**src/rtl/apmu_ibex_pkg.sv**
```systemverilog
// Shared types for the PMU memory arbiter: requester id type and the requester-count limit.
package apmu_ibex_pkg;

    localparam int unsigned ARB_MAX_REQ = 8;

    typedef logic [$clog2(ARB_MAX_REQ)-1:0] arb_id_t;

    function automatic arb_id_t arb_next_id(arb_id_t id, int unsigned num_req);
        return (32'(id) + 32'd1 >= num_req) ? arb_id_t'(0) : arb_id_t'(32'(id) + 32'd1);
    endfunction

endpackage

```
**src/rtl/ibex_pmu_arb_id_fifo.sv**
```systemverilog
// In-order FIFO of requester ids, one entry per granted-but-unanswered memory transaction.
// Latency: head is valid the cycle after push; same-cycle push+pop keeps the count.
// Backpressure: push ignored when full, pop ignored when empty; the owner gates both.
module ibex_pmu_arb_id_fifo
    import apmu_ibex_pkg::*;
#(
    parameter int unsigned Depth = 2
) (
    input  logic    clk,
    input  logic    rst,
    input  logic    push,
    input  arb_id_t push_id,
    input  logic    pop,
    output logic    full,
    output logic    empty,
    output arb_id_t head
);

    localparam int unsigned PtrW = (Depth > 1) ? $clog2(Depth) : 1;
    localparam int unsigned CntW = $clog2(Depth + 1);

    arb_id_t         mem [Depth];
    logic [PtrW-1:0] wptr;
    logic [PtrW-1:0] rptr;
    logic [CntW-1:0] count;
    logic            do_push;
    logic            do_pop;

    function automatic logic [PtrW-1:0] wrap_inc(logic [PtrW-1:0] p);
        return (32'(p) == Depth - 1) ? '0 : p + PtrW'(1);
    endfunction

    assign full    = (count == CntW'(Depth));
    assign empty   = (count == '0);
    assign head    = mem[rptr];
    assign do_push = push & ~full;
    assign do_pop  = pop & ~empty;

    always_ff @(posedge clk) begin
        if (rst) begin
            wptr  <= '0;
            rptr  <= '0;
            count <= '0;
        end else begin
            if (do_push) wptr <= wrap_inc(wptr);
            if (do_pop)  rptr <= wrap_inc(rptr);
            if (do_push && !do_pop)      count <= count + CntW'(1);
            else if (do_pop && !do_push) count <= count - CntW'(1);
        end
    end

    always_ff @(posedge clk) begin
        if (do_push) mem[wptr] <= push_id;
    end

endmodule

```
**src/rtl/ibex_pmu_mem_arbiter.sv**
```systemverilog
// Round-robin arbiter sharing one OBI memory port between NumReq requesters; optional counters via APMU_ARB_PERF_EN.
// Latency: request and response paths are combinational (0 cycles).
// Backpressure: winner held until mem_gnt_i; new requests blocked while MaxOutstanding responses are pending.
module ibex_pmu_mem_arbiter
    import apmu_ibex_pkg::*;
#(
    parameter int unsigned NumReq         = 2,
    parameter int unsigned MaxOutstanding = 2,
    parameter int unsigned AddrWidth      = 32
) (
    input  logic                    clk_i,
    input  logic                    rst_i,
    input  logic [NumReq-1:0]       req_i,
    output logic [NumReq-1:0]       gnt_o,
    output logic [NumReq-1:0]       rvalid_o,
    output logic [NumReq-1:0]       err_o,
    input  logic [NumReq*AddrWidth-1:0] addr_i,
    input  logic [NumReq-1:0]       we_i,
    input  logic [NumReq*4-1:0]     be_i,
    input  logic [NumReq*32-1:0]    wdata_i,
    output logic [31:0]             rdata_o,
    output logic                    mem_req_o,
    input  logic                    mem_gnt_i,
    input  logic                    mem_rvalid_i,
    output logic [AddrWidth-1:0]    mem_addr_o,
    output logic                    mem_we_o,
    output logic [3:0]              mem_be_o,
    output logic [31:0]             mem_wdata_o,
    input  logic [31:0]             mem_rdata_i,
    input  logic                    mem_err_i,
    output logic                    unexp_rsp_o,
    output logic [NumReq*32-1:0]    perf_gnt_cnt_o,
    output logic [NumReq*32-1:0]    perf_stall_o
);

    logic    lock_q;
    arb_id_t lock_id_q;
    arb_id_t rr_ptr_q;
    arb_id_t winner;
    arb_id_t first_any;
    arb_id_t first_hi;
    logic    hi_found;
    logic    locked_req;
    logic    mem_req;
    logic    handshake;
    logic    pop;
    logic    fifo_full;
    logic    fifo_empty;
    arb_id_t head;

    // Lowest requester at or above rr_ptr wins; otherwise wrap to the lowest overall.
    always_comb begin
        first_any = '0;
        first_hi  = '0;
        hi_found  = 1'b0;
        for (int i = int'(NumReq) - 1; i >= 0; i--) begin
            if (req_i[i]) begin
                first_any = arb_id_t'(i);
                if (i >= int'(rr_ptr_q)) begin
                    first_hi = arb_id_t'(i);
                    hi_found = 1'b1;
                end
            end
        end
    end

    assign winner    = lock_q ? lock_id_q : (hi_found ? first_hi : first_any);
    assign mem_req   = ~rst_i & (lock_q ? locked_req : (|req_i & ~fifo_full));
    assign handshake = mem_req & mem_gnt_i;
    assign pop       = ~rst_i & mem_rvalid_i & ~fifo_empty;
    assign mem_req_o = mem_req;
    assign rdata_o   = rst_i ? '0 : mem_rdata_i;

    always_comb begin
        locked_req  = 1'b0;
        mem_addr_o  = '0;
        mem_we_o    = 1'b0;
        mem_be_o    = '0;
        mem_wdata_o = '0;
        gnt_o       = '0;
        rvalid_o    = '0;
        err_o       = '0;
        for (int i = 0; i < int'(NumReq); i++) begin
            if (arb_id_t'(i) == lock_id_q) locked_req = req_i[i];
            if (arb_id_t'(i) == winner && !rst_i) begin
                mem_addr_o  = addr_i[i*AddrWidth +: AddrWidth];
                mem_we_o    = we_i[i];
                mem_be_o    = be_i[i*4 +: 4];
                mem_wdata_o = wdata_i[i*32 +: 32];
            end
            gnt_o[i]    = handshake & (arb_id_t'(i) == winner);
            rvalid_o[i] = pop & (arb_id_t'(i) == head);
            err_o[i]    = pop & mem_err_i & (arb_id_t'(i) == head);
        end
    end

    always_ff @(posedge clk_i) begin
        if (rst_i) begin
            lock_q      <= 1'b0;
            lock_id_q   <= '0;
            rr_ptr_q    <= '0;
            unexp_rsp_o <= 1'b0;
        end else begin
            if (handshake) begin
                lock_q   <= 1'b0;
                rr_ptr_q <= arb_next_id(winner, NumReq);
            end else if (mem_req) begin
                lock_q    <= 1'b1;
                lock_id_q <= winner;
            end else begin
                lock_q <= 1'b0;
            end
            if (mem_rvalid_i && fifo_empty) unexp_rsp_o <= 1'b1;
        end
    end

    ibex_pmu_arb_id_fifo #(
        .Depth(MaxOutstanding)
    ) u_id_fifo (
        .clk    (clk_i),
        .rst    (rst_i),
        .push   (handshake),
        .push_id(winner),
        .pop    (pop),
        .full   (fifo_full),
        .empty  (fifo_empty),
        .head   (head)
    );

`ifdef APMU_ARB_PERF_EN
    logic [31:0] gnt_cnt_q   [NumReq];
    logic [31:0] stall_cnt_q [NumReq];

    always_ff @(posedge clk_i) begin
        for (int i = 0; i < int'(NumReq); i++) begin
            if (rst_i) begin
                gnt_cnt_q[i]   <= '0;
                stall_cnt_q[i] <= '0;
            end else begin
                if (gnt_o[i] && gnt_cnt_q[i] != '1) gnt_cnt_q[i] <= gnt_cnt_q[i] + 32'd1;
                if (req_i[i] && !gnt_o[i] && stall_cnt_q[i] != '1)
                    stall_cnt_q[i] <= stall_cnt_q[i] + 32'd1;
            end
        end
    end

    for (genvar g = 0; g < int'(NumReq); g++) begin : g_perf
        assign perf_gnt_cnt_o[g*32 +: 32] = gnt_cnt_q[g];
        assign perf_stall_o[g*32 +: 32]   = stall_cnt_q[g];
    end
`else
    assign perf_gnt_cnt_o = '0;
    assign perf_stall_o   = '0;
`endif

endmodule

```
**config.mk**
```make
export PLATFORM = sky130hd
export DESIGN_NAME = ibex_pmu_mem_arbiter
export DESIGN_NICKNAME = d
export VERILOG_FILES = /design/src/rtl/apmu_ibex_pkg.sv /design/src/rtl/ibex_pmu_arb_id_fifo.sv /design/src/rtl/ibex_pmu_mem_arbiter.sv
export SDC_FILE = /design/constraint.sdc
export NUM_CORES = 1
export LEC_CHECK = 0
export CAP_MARGIN = 0
export CORE_AREA = 2 2 162 164
export CTS_CLUSTER_DIAMETER = 40
export DETAILED_ROUTE_END_ITERATION = 8
export DIE_AREA = 0 0 164 166
export PLACE_DENSITY = 0.55
export SLEW_MARGIN = 25
export SYNTH_ARGS = -nofsm -noshare
export SYNTH_HDL_FRONTEND = slang
export SYNTH_HIERARCHICAL = 1
export SYNTH_SLANG_ARGS = --single-unit
```
**constraint.sdc**
```tcl
create_clock -name clk_i -period 2.7 [get_ports clk_i]
set_input_delay 0.54 -clock clk_i [delete_from_list [all_inputs] [get_ports clk_i]]
set_output_delay 0.54 -clock clk_i [all_outputs]
set_load 0.01 [all_outputs]
```
# After elaboration in Yosys (flattened, before gate mapping)
# Memories as Yosys holds them, arrays and structs flattened. A register that Yosys moved wholly into a read port is not among the register bits.
# Index checks and enable logic that the tools add are counted.
dict set report op_classes {
  addsub 5
  magnitude_cmp 3
  n_eq_ne 4
  muxes 34
  bitwise_logic 18
  n_reduce_logical 16
}
# op count
set ops {}
lappend ops {{32-bit two-way mux} 5}
lappend ops {{32-bit by 2-bit greater-or-equal comparator with 1-bit output, second input constant} 1}
lappend ops {{1-bit two-way mux} 19}
lappend ops {{3-bit two-way mux} 6}
lappend ops {{1-bit bitwise AND} 14}
lappend ops {{1-bit by 3-bit equality test with 1-bit output, first input constant} 3}
lappend ops {{3-bit logical NOT} 3}
lappend ops {{4-bit two-way mux} 2}
lappend ops {{1-bit by 3-bit greater-or-equal comparator with 1-bit output, first input constant} 2}
lappend ops {{1-bit logical AND} 5}
lappend ops {{3-bit by 1-bit adder with 4-bit output, second input constant} 1}
lappend ops {{2-bit two-way mux} 2}
lappend ops {{1-bit inverter} 4}
lappend ops {{2-bit OR reduction} 2}
lappend ops {{1-bit logical NOT} 3}
lappend ops {{1-bit adder, second input constant} 2}
lappend ops {{2-bit by 1-bit adder with 2-bit output, second input constant} 1}
lappend ops {{2-bit equality test, second input constant} 1}
lappend ops {{2-bit logical NOT} 1}
lappend ops {{2-bit AND reduction} 1}
lappend ops {{2-bit nonzero test} 1}
lappend ops {{2-bit by 1-bit subtractor with 2-bit output, second input constant} 1}
dict set report totals {
  ff_bits 12
  mem_bits_rw 6
  in_bits 177
  output_inout_bits 237
  elab_cells 88
  n_memories 1
}
# memory depth width rd rd_ports_with_merged_regs wr line
set mem_list {}
lappend mem_list {u_id_fifo.mem 2 3 1 1 1 ibex_pmu_arb_id_fifo.sv:22} ;# arb_id_t mem [Depth];

# Depth between registers and ports, before layout
dict set report depth {
  ltp_word 11
  mapped_depth 10
  mapped_depth_nobuf 10
}

# Modules after synthesis
# Netlist, hierarchy kept.
# module instances cells_per_inst area_per_inst_um2 seq_area_each_um2
set by_module_without_submodules {}
lappend by_module_without_submodules {ibex_pmu_mem_arbiter 1 304 2378.5 160.2}
lappend by_module_without_submodules {ibex_pmu_arb_id_fifo 1 34 431.7 280.3}

# Least setup slack after synthesis
# No wires, ideal clock.
dict set report synth_path {
  path_kind {input to output}
  start {input port req_i[0]}
  end {output port mem_addr_o[21]}
  arrival_time_ps 2061
  required_time_ps 2160
  path_slack_ps 99
  cell_stages 8
  n_path_buf 2
  cell_sequence {nand2b_1 o221ai_1 inv_1 ha_1 nor4b_4 buf_4 buf_4 a22o_1}
}
dict set report synth_between {
  elab_chain_len 7
  word_cells_on_any_way 11
  classes_between {eq/ne (1); mux (7); reduce/logical (3)}
}
# element line
set synth_lines {}
lappend synth_lines {{start: declaration} ibex_pmu_mem_arbiter.sv:13} ;# input logic [NumReq-1:0] req_i,
lappend synth_lines {{3-bit two-way mux / 1-bit two-way mux (equally long branches)} ibex_pmu_mem_arbiter.sv:57} ;# if (req_i[i]) begin
lappend synth_lines {{3-bit two-way mux * (2 in series)} ibex_pmu_mem_arbiter.sv:67} ;# assign winner = lock_q ? lock_id_q : (hi_found ? first_hi : first_any);
lappend synth_lines {{via winner[0]} ibex_pmu_mem_arbiter.sv:39} ;# arb_id_t winner;
lappend synth_lines {{3-bit logical NOT} ibex_pmu_mem_arbiter.sv:85} ;# if (arb_id_t'(i) == winner && !rst_i) begin
lappend synth_lines {{1-bit logical AND} ibex_pmu_mem_arbiter.sv:85}
lappend synth_lines {{32-bit two-way mux} ibex_pmu_mem_arbiter.sv:85}
lappend synth_lines {{32-bit two-way mux *} ibex_pmu_mem_arbiter.sv:85}
lappend synth_lines {{end: declaration} ibex_pmu_mem_arbiter.sv:25} ;# output logic [AddrWidth-1:0] mem_addr_o,
# The timed path passes the listed nets; every way through them passes the cells marked *.

# Worst setup path after layout
dict set report layout_path {
  start {register lock_q}
  end {output port mem_wdata_o[3]}
}
dict set report layout_between {
  elab_chain_len 5
  word_cells_on_any_way 7
  classes_between {eq/ne (1); mux (3); reduce/logical (3)}
}
# element line
set layout_lines {}
lappend layout_lines {{start: declaration} ibex_pmu_mem_arbiter.sv:36} ;# logic lock_q;
lappend layout_lines {{start signal: assignment} ibex_pmu_mem_arbiter.sv:99} ;# lock_q <= 1'b0;
lappend layout_lines {{start signal: assignment} ibex_pmu_mem_arbiter.sv:105} ;# lock_q <= 1'b0;
lappend layout_lines {{start signal: assignment} ibex_pmu_mem_arbiter.sv:108} ;# lock_q <= 1'b1;
lappend layout_lines {{3-bit two-way mux *} ibex_pmu_mem_arbiter.sv:67}
lappend layout_lines {{via winner[0]} ibex_pmu_mem_arbiter.sv:39}
lappend layout_lines {{3-bit logical NOT} ibex_pmu_mem_arbiter.sv:85}
lappend layout_lines {{1-bit logical AND} ibex_pmu_mem_arbiter.sv:85}
lappend layout_lines {{32-bit two-way mux} ibex_pmu_mem_arbiter.sv:85}
lappend layout_lines {{32-bit two-way mux *} ibex_pmu_mem_arbiter.sv:85}
lappend layout_lines {{end: declaration} ibex_pmu_mem_arbiter.sv:28} ;# output logic [31:0] mem_wdata_o,
# Marks and branches as above.

==> flow_summary.ini <==
[setup_path]
path_class = reg -> out
worstSetupStartpoint = lock_q
worst_path_most_repeated_cell = buf_8
crit_fanout = 5
reg2reg_slack_ns = 0.55
r2r_end = u_id_fifo/count[1]
cp.depth = 12
path_buf_inv = 7
slowest_delay_ns = 0.36
critical_path.cell_chain = nand2b_4, o221ai_4, inv_2, ha_4, nor4b_4, buf_6, buf_8, buf_8, buf_8, buf_6, a22o_1, buf_2
endpoint_kind = output pin
endpoint = mem_wdata_o[3]
worstPathRequired_ns = 2.16
crit_slowest_cell = dfxtp_4
cp-start-kind = flip-flop
rr_worst_depth = 10
path_delay_family = buffers and inverters
reg2reg_from = lock_q
crit_arrival_ns = 2.32

[detailed_routing]
vias = 3277
postRouteAntennaNets = 0
routedWlPerCell_microns = 13.5
dr.pass1.iters = 4
drt_wl_total_microns = 13500
remaining_drc_errors = 0
drt-initial-drc-count = 133
via_per_inst = 3.29

[timing]
skew_ns = 0.00315
period_share_pct = 106
hold_viol = 0
whs_ns = 0.470
max_freq_ghz = 0.350
setup-violations-final = 42
rsz0062_at_grt = yes
setup_tns_ns = -2.35
fin_crit_ns = 2.86
slew_violations = 0
setup_ws_ns = -0.155

[floorplan]
die_w_microns = 164
io_pins = 414
num_rows = 59
initial_core_util_pct = 11.0
die_h_microns = 166
core_area_sq_um = 25600
die_area_sq_um = 27200

[synth]
yosys.area_share.simple_pct = 16.9
synthTopCellsByArea = buf_4 35%, a22o_1 22%, dfxtp_1 9.3%
synthCells = 338
netlist_area_sq_um = 2810
synth_compound_area_share_pct = 23.6
synth.most_common_cell = buf_4
synthAdderAreaFrac_pct = 2.23
netlist.area_leader.share_pct = 35.0
muxShareOfSynthArea_pct = 1.91
synth_top_area_cell = buf_4
synth_edf_count = 6
ys_seq_elements = 19
syn_area_per_cell_sq_um = 8.31
synth-xor-area-share_pct = 1.25
synth_ff_type = dfxtp_1
yosysSeqAreaShare_pct = 15.7
ys_types = 33
synth_top_family_by_area = buffers and inverters
synth_commonest_cells = 131 x buf_4, 69 x a22o_1, 33 x nor2b_1, 13 x dfxtp_1, 10 x buf_2
postSynth.asyncResetShare_pct = 0
yosysWarnings = 6

[grt]
antenna_found_initial = 2
grt_max_degree = 28
grt.overflow.total = 0
grt_pass1_vias = 3066
grt_first_pass_wirelength_microns = 18600
track_usage_pct = 9.01

[worst_hold_path]
hold_path.class = reg -> reg
holdCritStartpoint = rr_ptr_q[0]

[status]
failed_checks = setup timing
status = complete, but fails checks

[flow_run]
cap_violations = 0

[placed_design]
gp_congestion = 0.756
hpwl_microns = 10400
io_buffers = 285
place_ws_ns = -0.947
postPlaceCellArea_sq_um = 5780
dp_cells = 969

[power]
p_per_area_nw_per_um2 = 283
peakVddDrop_mv = 0.207
power.share.switching_pct = 33.3
p_int_w = 0.00114
power.net_switching_w = 0.000570
pwr-share-seq_pct = 18.7
combPwrFrac_pct = 63.7
clkPwrFrac_pct = 17.7
leakage_nw = 2.78

[clock_network]
clk_path_buf_depth = 2
clk-insertion-delay-late_ns = 0.25
numCtsBuffers = 3
root_buffer = clkbuf_16
cts_tree = yes
clk_pin_slew_ns = 0.05
cts_hold_repair.buffers = 0
cts.sinks = 19
cts_max_level = 1

[layout]
layout-drive-gt1-share_pct = 23.4
instances_no_fill = 997
syn_to_final_growth_pct = 115
nets = 844
final_area_sq_um = 6040
fillerInstances = 2855
[power by group through the flow]
stage          combinational [W]  clock (W)  sequential (W)
3_5_place_dp             0.00101          0        0.000324
2_1_floorplan           0.000524          0        0.000323
3_3_place_gp             0.00101          0        0.000323
4_1_cts                  0.00112   0.000310        0.000319
5_1_grt                  0.00117   0.000325        0.000321
6_report                 0.00109   0.000302        0.000319
[metrics by stage]
stage	utilization [%]	power [W]
after floorplan	-	0.000847
after global placement	22.6	0.00134
after detailed placement	22.6	0.00133
after CTS	23.7	0.00175
after global routing	23.6	0.00182
final	23.6	0.00171
[tightest hold or removal path, cell delays in order, from the launching register on]
cell      delay [ns]
dfxtp_2         0.32
nand2b_1        0.06
mux2i_1         0.05
[how the worst min path moves through the flow]
stage	endpoint	cells after the start
finish	rr_ptr_q[0]	2
detailed placement	rr_ptr_q[0]	2
floorplan	rr_ptr_q[0]	2
CTS	rr_ptr_q[0]	2
global route	rr_ptr_q[0]	2
global placement	unexp_rsp_o	2
[cell usage in the layout, fill, tap and decap left out, drive strengths merged, types with 2 or more instances in the layout]
| cell type | count |
|---|---|
| clkdlybuf4s50 | 207 |
| conb | 128 |
| buf | 127 |
| a22o | 69 |
| nor2b | 34 |
| dfxtp | 13 |
| nor2 | 9 |
| and2 | 7 |
| nor3b | 7 |
| edfxtp | 6 |
| nand2b | 5 |
| ha | 5 |
| a21oi | 4 |
| dlygate4sd2 | 4 |
| inv | 4 |
| clkbuf | 4 |
| or3 | 3 |
| mux2 | 3 |
| o21ai | 3 |
| xor2 | 3 |
| nand2 | 2 |
| mux2i | 2 |
| dlymetal6s2s | 2 |
| nor4b | 2 |
[routing by layer]
metal | vias up | track usage, % | wire length (microns)
met5 | - | 0 | 0
met4 | 0 | 1.18 | 47
met3 | 2 | 2.02 | 1350
met2 | 221 | 16.4 | 6680
met1 | 1477 | 11.0 | 5400
li1 | 1577 | - | -
[cells by family (layout without fill, tap and decap cells)]
kind of cell	after synthesis	after routing
buffers and inverters	152	348
AO/OA/AOI/OAI	79	79
AND/OR/NAND/NOR	73	73
flip-flops	19	19
adder cells (fa/ha/maj)	5	5
multiplexers	5	5
XOR/XNOR	4	4
other	1	129
[state kept, by name, indices dropped and copies added, names as in the netlist, named ones only]
| signal | flops |
|---|---|
| u_id_fifo/mem | 6 |
| lock_id_q | 3 |
| rr_ptr_q | 3 |
| u_id_fifo/count | 2 |
| lock_q | 1 |
| u_id_fifo/rptr | 1 |
| u_id_fifo/wptr | 1 |
| unexp_rsp_o | 1 |
[area by class of cell]
class / instances / area [sq um] / area share (%)
Clock buffer: 4 / 78.8 / 1.30
Tap cell: 335 / 419 / 6.93
Timing Repair Buffer: 340 / 3200 / 53.0
Sequential cell: 19 / 449 / 7.43
Antenna cell: 1 / 2.50 / 0.0414
Multi-Input combinational cell: 294 / 1880 / 31.1
Inverter: 4 / 15.0 / 0.248
[what timing repair did]
item | 4_1_cts | 5_1_grt
gates resized for setup | 328 | 20
pin swaps | 11 | 15
endpoints found under the setup margin | 76 | 71
setup buffers | 19 | 3
gates cloned | 8 | 0
Note: power is estimated with default switching activity, not from simulation.
